===== config.mk =====
export PLATFORM = sky130hd
export DESIGN_NAME = solution_streamer_flat
export DESIGN_NICKNAME = d
export VERILOG_FILES = /design/src/rtl/solution_streamer_if.sv /design/src/rtl/solution_streamer.sv /design/src/flat_wrapper.sv
export SDC_FILE = /design/constraint.sdc
export NUM_CORES = 2
export LEC_CHECK = 0
export BUFFER_PORTS_ARGS = -buffer_cell sky130_fd_sc_hd__buf_2
export CAP_MARGIN = 15
export CORE_AREA = 3 3 290 292
export CTS_BUF_LIST = sky130_fd_sc_hd__clkbuf_4
export CTS_CLUSTER_DIAMETER = 150
export DETAILED_ROUTE_END_ITERATION = 8
export DIE_AREA = 0 0 293 295
export PLACE_DENSITY = 0.76
export SYNTH_ARGS = -nofsm -noshare
export SYNTH_HDL_FRONTEND = slang
export SYNTH_SLANG_ARGS = --single-unit

===== constraint.sdc =====
create_clock -name clock -period 66.8 [get_ports clock]
set_input_delay 13.36 -clock clock [delete_from_list [all_inputs] [get_ports clock]]
set_output_delay 13.36 -clock clock [all_outputs]
set_load 0.05 [all_outputs]

===== src/rtl/solution_streamer_if.sv =====
// Output stream bus of the solution streamer: one tile word per valid/ready
// handshake, carrying the decoded digit plus its row/column tags.
// Default grid order comes from the GRID_ORD macro (3 when not defined).
`ifndef GRID_ORD
`define GRID_ORD 3
`endif

interface solution_streamer_if #(
  parameter int ORD = `GRID_ORD
) ();
  localparam int LEN = ORD * ORD;
  localparam int VW  = $clog2(LEN + 1);
  localparam int IW  = $clog2(LEN);

  // Handshake: a word transfers on every rising clock edge where out_valid
  // and out_ready are both 1. While out_valid=1 and out_ready=0 the master
  // holds every payload field stable. out_valid never depends on out_ready.
  logic          out_valid;
  logic          out_ready;
  logic [VW-1:0] out_value;
  logic [IW-1:0] out_row;
  logic [IW-1:0] out_col;
  logic          out_last;

  modport master (
    output out_valid, out_value, out_row, out_col, out_last,
    input  out_ready
  );

  modport slave (
    input  out_valid, out_value, out_row, out_col, out_last,
    output out_ready
  );
endinterface


===== src/rtl/solution_streamer.sv =====
// solution_streamer: snapshots the tile grid on done_success and streams the
// tiles row-major as digits with row/col tags; latches done_failure as a
// sticky flag. Optional row-consistency checker: SOLUTION_CHECK_EN.
// Default grid order comes from the GRID_ORD macro (3 when not defined).
`ifndef GRID_ORD
`define GRID_ORD 3
`endif

module solution_streamer #(
  parameter int ORD = `GRID_ORD
) (
  input  logic                             clock,
  input  logic                             reset,
  input  logic                             done_success,
  input  logic                             done_failure,
  input  logic [ORD*ORD*ORD*ORD*ORD*ORD-1:0] values,
  solution_streamer_if.master              strm,
  output logic                             busy,
  output logic                             failed,
  output logic                             check_error,
  output logic [1:0]                       state_dbg
);
  localparam int LEN  = ORD * ORD;
  localparam int AREA = LEN * LEN;
  localparam int VW   = $clog2(LEN + 1);
  localparam int IW   = $clog2(LEN);
  localparam int XW   = $clog2(AREA);

  typedef enum logic [1:0] {
    S_IDLE   = 2'd0,
    S_STREAM = 2'd1,
    S_DRAIN  = 2'd2
  } state_t;

  state_t              r_state;
  state_t              w_next;
  logic [AREA*LEN-1:0] r_snap;
  logic [XW-1:0]       r_idx;
  logic [IW-1:0]       r_row;
  logic [IW-1:0]       r_col;
  logic                r_failed;
  logic                w_valid;
  logic                w_fire;
  logic                w_at_last;
  logic                w_capture;
  logic [LEN-1:0]      w_tile;
  logic [VW-1:0]       w_value;
  int                  w_cnt;

  assign w_fire    = w_valid & strm.out_ready;
  assign w_at_last = (r_idx == XW'(AREA - 1));
  assign w_capture = (r_state == S_IDLE) & done_success;

  // State register.
  always_ff @(posedge clock or posedge reset) begin
    if (reset) r_state <= S_IDLE;
    else       r_state <= w_next;
  end

  // Next-state: success beats failure in IDLE; DRAIN waits for both done
  // levels to drop so a held level cannot retrigger a capture.
  always_comb begin
    w_next = r_state;
    case (r_state)
      S_IDLE: begin
        if (done_success)      w_next = S_STREAM;
        else if (done_failure) w_next = S_DRAIN;
      end
      S_STREAM: if (w_fire && w_at_last) w_next = S_DRAIN;
      S_DRAIN:  if (!done_success && !done_failure) w_next = S_IDLE;
      default:  w_next = S_IDLE;
    endcase
  end

  // FSM outputs: the stream is valid exactly while in STREAM.
  always_comb begin
    w_valid   = (r_state == S_STREAM);
    busy      = w_valid;
    state_dbg = r_state;
  end

  // Snapshot, tile index with separate row/col counters, and failure flag.
  always_ff @(posedge clock or posedge reset) begin
    if (reset) begin
      r_snap   <= '0;
      r_idx    <= '0;
      r_row    <= '0;
      r_col    <= '0;
      r_failed <= 1'b0;
    end else if (w_capture) begin
      r_snap   <= values;
      r_idx    <= '0;
      r_row    <= '0;
      r_col    <= '0;
      r_failed <= 1'b0;
    end else if (r_state == S_IDLE && done_failure) begin
      r_failed <= 1'b1;
    end else if (w_fire && !w_at_last) begin
      r_idx <= r_idx + XW'(1);
      if (r_col == IW'(LEN - 1)) begin
        r_col <= '0;
        r_row <= r_row + IW'(1);
      end else begin
        r_col <= r_col + IW'(1);
      end
    end
  end

  // One-hot decode of the current tile: digit k+1 for bit k, 0 otherwise.
  always_comb begin
    w_tile  = r_snap[r_idx*LEN +: LEN];
    w_value = '0;
    w_cnt   = 0;
    for (int k = 0; k < LEN; k++) begin
      if (w_tile[k]) begin
        w_cnt   = w_cnt + 1;
        w_value = VW'(k + 1);
      end
    end
    if (w_cnt != 1) w_value = '0;
  end

  // Stream payload, forced to zero when no word is presented.
  always_comb begin
    strm.out_valid = w_valid;
    strm.out_value = w_valid ? w_value : '0;
    strm.out_row   = w_valid ? r_row : '0;
    strm.out_col   = w_valid ? r_col : '0;
    strm.out_last  = w_valid & w_at_last;
  end

  assign failed = r_failed;

`ifdef SOLUTION_CHECK_EN
  logic [LEN-1:0] r_acc;
  logic           r_chk;

  // Row occupancy accumulator: flags non-one-hot tiles and repeated digits
  // within a row; cleared when the column wraps back to 0.
  always_ff @(posedge clock or posedge reset) begin
    if (reset) begin
      r_acc <= '0;
      r_chk <= 1'b0;
    end else if (w_capture) begin
      r_acc <= '0;
      r_chk <= 1'b0;
    end else if (w_fire) begin
      if ((w_value == '0) || ((w_tile & r_acc) != '0)) r_chk <= 1'b1;
      if (r_col == IW'(LEN - 1)) r_acc <= '0;
      else                       r_acc <= r_acc | w_tile;
    end
  end

  assign check_error = r_chk;
`else
  assign check_error = 1'b0;
`endif
endmodule


===== src/flat_wrapper.sv =====
// flat-port wrapper written by rule: the top's interface ports become plain ports
module solution_streamer_flat 
#(
  parameter int ORD = `GRID_ORD
)
  (clock, reset, done_success, done_failure, values, busy, failed, check_error, state_dbg, strm_out_valid, strm_out_value, strm_out_row, strm_out_col, strm_out_last, strm_out_ready);
  solution_streamer_if #(.ORD(ORD)) strm_i ();
  input  logic clock;
  input  logic reset;
  input  logic done_success;
  input  logic done_failure;
  input  logic [ORD*ORD*ORD*ORD*ORD*ORD-1:0] values;
  output logic busy;
  output logic failed;
  output logic check_error;
  output logic [1:0] state_dbg;
  output wire logic [$bits(strm_i.out_valid)-1:0] strm_out_valid;
  output wire logic [$bits(strm_i.out_value)-1:0] strm_out_value;
  output wire logic [$bits(strm_i.out_row)-1:0] strm_out_row;
  output wire logic [$bits(strm_i.out_col)-1:0] strm_out_col;
  output wire logic [$bits(strm_i.out_last)-1:0] strm_out_last;
  input wire logic [$bits(strm_i.out_ready)-1:0] strm_out_ready;
  assign strm_out_valid = strm_i.out_valid;
  assign strm_out_value = strm_i.out_value;
  assign strm_out_row = strm_i.out_row;
  assign strm_out_col = strm_i.out_col;
  assign strm_out_last = strm_i.out_last;
  assign strm_i.out_ready = strm_out_ready;
  solution_streamer #(.ORD(ORD)) u_core (.clock(clock), .reset(reset), .done_success(done_success), .done_failure(done_failure), .values(values), .strm(strm_i), .busy(busy), .failed(failed), .check_error(check_error), .state_dbg(state_dbg));
endmodule

# Word level (Yosys, flattened, before mapping)
# Index checks and enable logic that the tools add are counted.
dict set report totals {
  wordCells 85
  regBits 747
}
dict set report op_classes {
  add_sub_neg 11
  n_mux 40
  n_reduce_logical 14
  bitwise_logic 3
  eq_ne 9
  shifts 1
  mul 1
}
# op n
set ops {}
lappend ops {{729-bit by 12-bit variable part select with 9-bit output} 1}
lappend ops {{32-bit 2-to-1 mux} 8}
lappend ops {{32-bit by 2-bit adder with 32-bit output (second input constant)} 7}
lappend ops {{4-bit 2-to-1 mux} 14}
lappend ops {{32-bit by 2-bit != test with 1-bit output (second input constant)} 1}
lappend ops {{7-bit 2-to-1 mux} 3}
lappend ops {{2-bit 2-to-1 mux} 6}
lappend ops {{3-bit 2-to-1 mux} 4}
lappend ops {{7-bit by 4-bit multiplier with 11-bit output (second input constant)} 1}
lappend ops {{4-bit by 1-bit adder with 4-bit output (second input constant)} 2}
lappend ops {{7-bit by 1-bit adder with 7-bit output (second input constant)} 1}
lappend ops {{7-bit == test (second input constant)} 1}
lappend ops {{2-bit one-hot mux with 3 select lines} 1}
lappend ops {{3-bit AND reduction} 2}
lappend ops {{2-bit nonzero test} 3}
lappend ops {{4-bit == test (second input constant)} 1}
lappend ops {{1-bit logical AND} 4}
lappend ops {{1-bit 2-to-1 mux} 4}
lappend ops {{2-bit by 1-bit != test with 1-bit output (second input constant)} 2}
lappend ops {{1-bit bitwise AND} 3}
lappend ops {{1-bit logical NOT} 3}
lappend ops {{3-bit != test (second input constant)} 1}
lappend ops {{1-bit by 1-bit adder with 2-bit output (second input constant)} 1}
lappend ops {{2-bit by 1-bit == test with 1-bit output (second input constant)} 1}
lappend ops {{4 further kinds} 4}

# Longest topological paths before layout
dict set report depth {
  depth_word 22
  depth_mapped 43
  depth_no_buf 32
}

# Worst setup path before layout
# Ideal clock, no wire load.
dict set report synth_path {
  path_kind {register -> output}
  from {register u_core.r_idx[0]}
  to {output strm_out_value[0]}
  path_stages_with_launch 42
  path_slack_ns 44.178
  arrival_ns 9.262
  path_cell_list {dfrtp_1 -> buf_6 -> buf_12 -> buf_8 -> buf_8 -> buf_6 -> buf_6 -> buf_6 -> buf_4 -> buf_4 -> buf_2 -> buf_2 -> mux4_2 -> mux4_2 -> a32oi_1 -> o21ai_0 -> o21ai_0 -> inv_1 -> [6 not listed] -> o21ai_0 -> inv_1 -> ha_1 -> nor2b_1 -> a21o_1 -> ha_1 -> and2_1 -> a41oi_1 -> o21ai_1 -> ha_1 -> mux2i_1 -> o41ai_4 -> ha_1 -> xnor3_1 -> nor2_1 -> mux2_2 -> nand3_1 -> nor3_1}
}
dict set report synth_via {
  elab_chain_cells 22
  elab_cells_between_ends 31
  cone_classes {8 x add/sub; 1 x mul; 1 x eq/ne; 1 x shift; 20 x mux}
}
# element line_no
set synth_lines {}
lappend synth_lines {{start, declared} solution_streamer.sv:38} ;# logic [XW-1:0] r_idx;
lappend synth_lines {{start signal, assigned} solution_streamer.sv:99} ;# r_idx <= r_idx + XW'(1);
lappend synth_lines {{7-bit by 4-bit multiplier with 11-bit output *} solution_streamer.sv:111} ;# w_tile = r_snap[r_idx*LEN +: LEN];
lappend synth_lines {{729-bit by 12-bit variable part select with 9-bit output *} solution_streamer.sv:111}
lappend synth_lines {{1-bit 2-to-1 mux} solution_streamer.sv:115} ;# if (w_tile[k]) begin
lappend synth_lines {{1-bit by 1-bit adder with 2-bit output} solution_streamer.sv:116} ;# w_cnt = w_cnt + 1;
lappend synth_lines {{32-bit 2-to-1 mux} solution_streamer.sv:115}
lappend synth_lines {{32-bit by 2-bit adder with 32-bit output} solution_streamer.sv:116}
lappend synth_lines {{32-bit 2-to-1 mux} solution_streamer.sv:115}
lappend synth_lines {{32-bit by 2-bit adder with 32-bit output} solution_streamer.sv:116}
lappend synth_lines {{[6 not listed]} n/a}
lappend synth_lines {{32-bit 2-to-1 mux} solution_streamer.sv:115}
lappend synth_lines {{32-bit by 2-bit adder with 32-bit output} solution_streamer.sv:116}
lappend synth_lines {{32-bit 2-to-1 mux} solution_streamer.sv:115}
lappend synth_lines {{32-bit by 2-bit adder with 32-bit output} solution_streamer.sv:116}
lappend synth_lines {{32-bit 2-to-1 mux} solution_streamer.sv:115}
lappend synth_lines {{32-bit by 2-bit != test with 1-bit output} solution_streamer.sv:120} ;# if (w_cnt != 1) w_value = '0;
lappend synth_lines {{4-bit 2-to-1 mux *} solution_streamer.sv:120}
lappend synth_lines {{4-bit 2-to-1 mux *} solution_streamer.sv:126} ;# strm.out_value = w_valid ? w_value : '0;
lappend synth_lines {{end, declared} flat_wrapper.sv:18} ;# output wire logic [$bits(strm_i.out_value)-1:0] strm_out_value;
# Every way passes the cells marked *; elsewhere a longest branch is shown, timed or not.

# Final worst setup path
# Same ends and word-level chain as after synthesis.

==> results.yml <==
timing:
  post-route-period-util_pct: 35.9
  worstMarginPinSlew_ps: 1280
  finalHoldViolations: 0
  setup_viol_count_final: 0
  fin_crit_ps: 23980
  skew_ps: 59.5
  fmax_mhz: 41.7
  maxSlewViolCount: 0
  rsz0062_at_grt: "false"
  layout_setup_ws_ps: 42820
  slew_headroom_pct: 14.4
  tns_ps: 0
  hold_ws_ps: 467
grt:
  use_met2_pct: 45.5
  antenna_found_initial: 34
  grtUsageTotal_pct: 28.4
  grt_pass1_vias: 30600
  grt.busiest_layer: "met2"
  use_met3_pct: 6.43
  grt_max_degree: 185
  grt_remaining_overflow: 0
  grtUsageMet1_pct: 37.0
  grt_pass1_wl_um: 185000
synth:
  ys_top_cells_by_area: "dfrtp_1 (53%), nand2_1 (24%), mux4_2 (8.7%)"
  synth_top_area_share_pct: 52.8
  synth_cells: 3831
  yosysWarningCount: 0
  synthTopCellsByCount: "nand2_1 (2220), dfrtp_1 (747), clkbuf_1 (178)"
  avgSynthCellArea_um2: 9.24
  ys_seq_area_share_pct: 52.8
  synth_flop_cell: "dfrtp_1"
  synth.distinct_cells: 93
  yosysTopAreaCell: "dfrtp_1"
  synth_most_common_cell: "nand2_1"
  ys_ff_latch: 747
  syn_area_um2: 35400
  async_flop_share_pct: 100
  synth_fp_nets: 4580
  synth-edff-count: 0
critical_path:
  r2r_slack_ps: 62230
  cp_common_cell: "ha_1"
  r2r_cells: 10
  startpoint_type: "flop"
  crit_family: "multiplexers"
  slowest_delay_ps: 670
  worstSetupEndpointType: "output pin"
  r2r-end: "u_core.r_row[3]"
  crit_type: "reg -> out"
  crit_required_ps: 53440
  rr_startpoint: "u_core.r_idx[1]"
  cp_num_buf_inv: 5
  critPathMaxFanout: 90
  arrival_ps: 10620
  cp_slowest_cell: "dfrtp_4"
floorplan:
  die_height_um: 295
  initial_utilization_pct: 43.2
  coreArea_um2: 81800
  die_w_um: 293
  pin_count: 753
  rows: 105
  die-area_um2: 86400
clock_tree:
  cts_root_buf: "clkbuf_4"
  postCtsSetupBuffers: 0
  postCtsHoldBufs: 0
  clock_latency_ps: 1040
  clock-sinks: 747
  clk_path_buf_depth: 3
  tritoncts: "yes"
  path_clk_slew_ps: 70
  cts_buffers: 196
  cts_resized: 0
  htreeDepth: 4
cells_and_area:
  nNetsFinal: 5324
  fin_cells: 5810
  drive_gt1_share_pct: 27.6
  syn_to_final_growth_pct: 19.3
power:
  power_density_nw_per_um2: 52.9
  ir_worst_vdd_mv: 0.0661
  leakagePower_nw: 22.6
worst_hold_path:
  worstHoldEndpoint: "u_core.r_snap[39]"
  hp-class: "reg -> reg"
  holdPathStages: 2
  hold_path.startpoint: "u_core.r_snap[39]"
run_status:
  status: "finished with violations"
  violations: "DRC"
placement:
  portBuffers: 751
  post-dp-hpwl_um: 90800
  place_congestion: 0.930
  place_inst: 5446
  dp_slack_ps: 43870
route:
  drc: 1
  avgViaCountPerCell: 5.32
  first_iter_violations: 2686
  ant_nets: 0
  wl_per_cell_um: 21.5
  vias: 30900
  wirelength_um: 125000
  firstDrtPassIters: 9
run:
  maxCapViolCount: 0
-- power breakdown --
part | internal [mW] | total (mW) | leakage (nW) | switching [mW]
combinational | 0.429 | 1.03 | 11.8 | 0.602
sequential | 0.664 | 0.801 | 9.28 | 0.137
clock | 0.203 | 0.400 | 1.46 | 0.197
-- layer usage --
metal	vias to the layer above	share of wire, %
met5	-	0.088
met2	1444	48
met1	15100	39
li1	14000	-
met3	283	8.2
met4	16	4.2
-- state kept, by name, summed over array words and instances (netlist names) --
register,flops
u_core.r_col,4
u_core.state_dbg,2
u_core.r_snap,729
u_core.r_row,4
u_core.failed,1
u_core.r_idx,7
-- placed cells by master (no fill, tap or decap), types with 5 or more instances in the layout --
master and instances:
inv_1 14, a31oi_1 7, buf_4 32, a21oi_1 18, nor2_1 51, and2_1 8, clkinv_1 30, xor2_1 6
nand4_1 9, mux4_1 15, ha_1 15, mux2i_1 83, nor3b_1 5, o21ai_0 20, a211oi_1 5, buf_2 751
dfrtp_1 743, nor2b_1 10, nand3_1 16, or3_1 5, clkinv_2 5, a22oi_1 16, clkbuf_4 284, diode_2 30
mux2_2 34, xnor2_1 7, nand2_1 2219, nor4_1 5, mux4_2 137, o22ai_1 20, nand2b_1 8, a221oi_1 5
nor3_1 9
-- worst min-delay path, delay by kind of cell, from the launching register on --
kind,cells,cell delay [ps]
flip-flops,1,330
AND/OR/NAND/NOR,2,100
-- kinds of logic after synthesis --
| family | synth area share, % |
|---|---|
| AND/OR/NAND/NOR | 26.0 |
| flip-flops | 52.8 |
| multiplexers | 13.4 |
| buffers and inverters | 3.41 |
| AO/OA/AOI/OAI | 3.10 |
| XOR/XNOR | 0.725 |
| adder cells (fa/ha/maj) | 0.530 |
| other | 0.0106 |
-- area by class of cell --
cell class | instances | area, um2
diodes | 30 | 75.1
clock buffers | 284 | 2130
well taps | 1070 | 1340
repair buffers | 787 | 4090
fillers | 7423 | 39600
multi-input cells | 2826 | 15500
clock inverters | 49 | 302
flip-flops and latches | 747 | 18700
inverters | 17 | 71.3
-- per-stage QoR --
| stage | utilization [%] | instance area [um2] | total power, mW |
|---|---|---|---|
| global route | 51.5 | 42200 | 2.39 |
| CTS | 51.4 | 42100 | 2.24 |
| global placement | 48.5 | 39700 | 1.81 |
| floorplan | - | 35400 | 1.53 |
| finish | 51.6 | 42200 | 2.23 |
| detailed placement | 48.5 | 39700 | 1.83 |
-- worst max-delay path by stage --
stage | from | endpoint | slack (ps) | cells past startpoint
after floorplan | reset | u_core.failed | 32480 | 1
after global placement | u_core.r_idx[1] | strm_out_value[0] | 43920 | 34
after detailed placement | u_core.r_idx[1] | strm_out_value[0] | 43870 | 34
after CTS | u_core.r_idx[1] | strm_out_value[0] | 42670 | 34
after global routing | u_core.r_idx[0] | strm_out_value[0] | 42180 | 33
final | u_core.r_idx[0] | strm_out_value[0] | 42820 | 33
(Power assumes the default switching activity.)
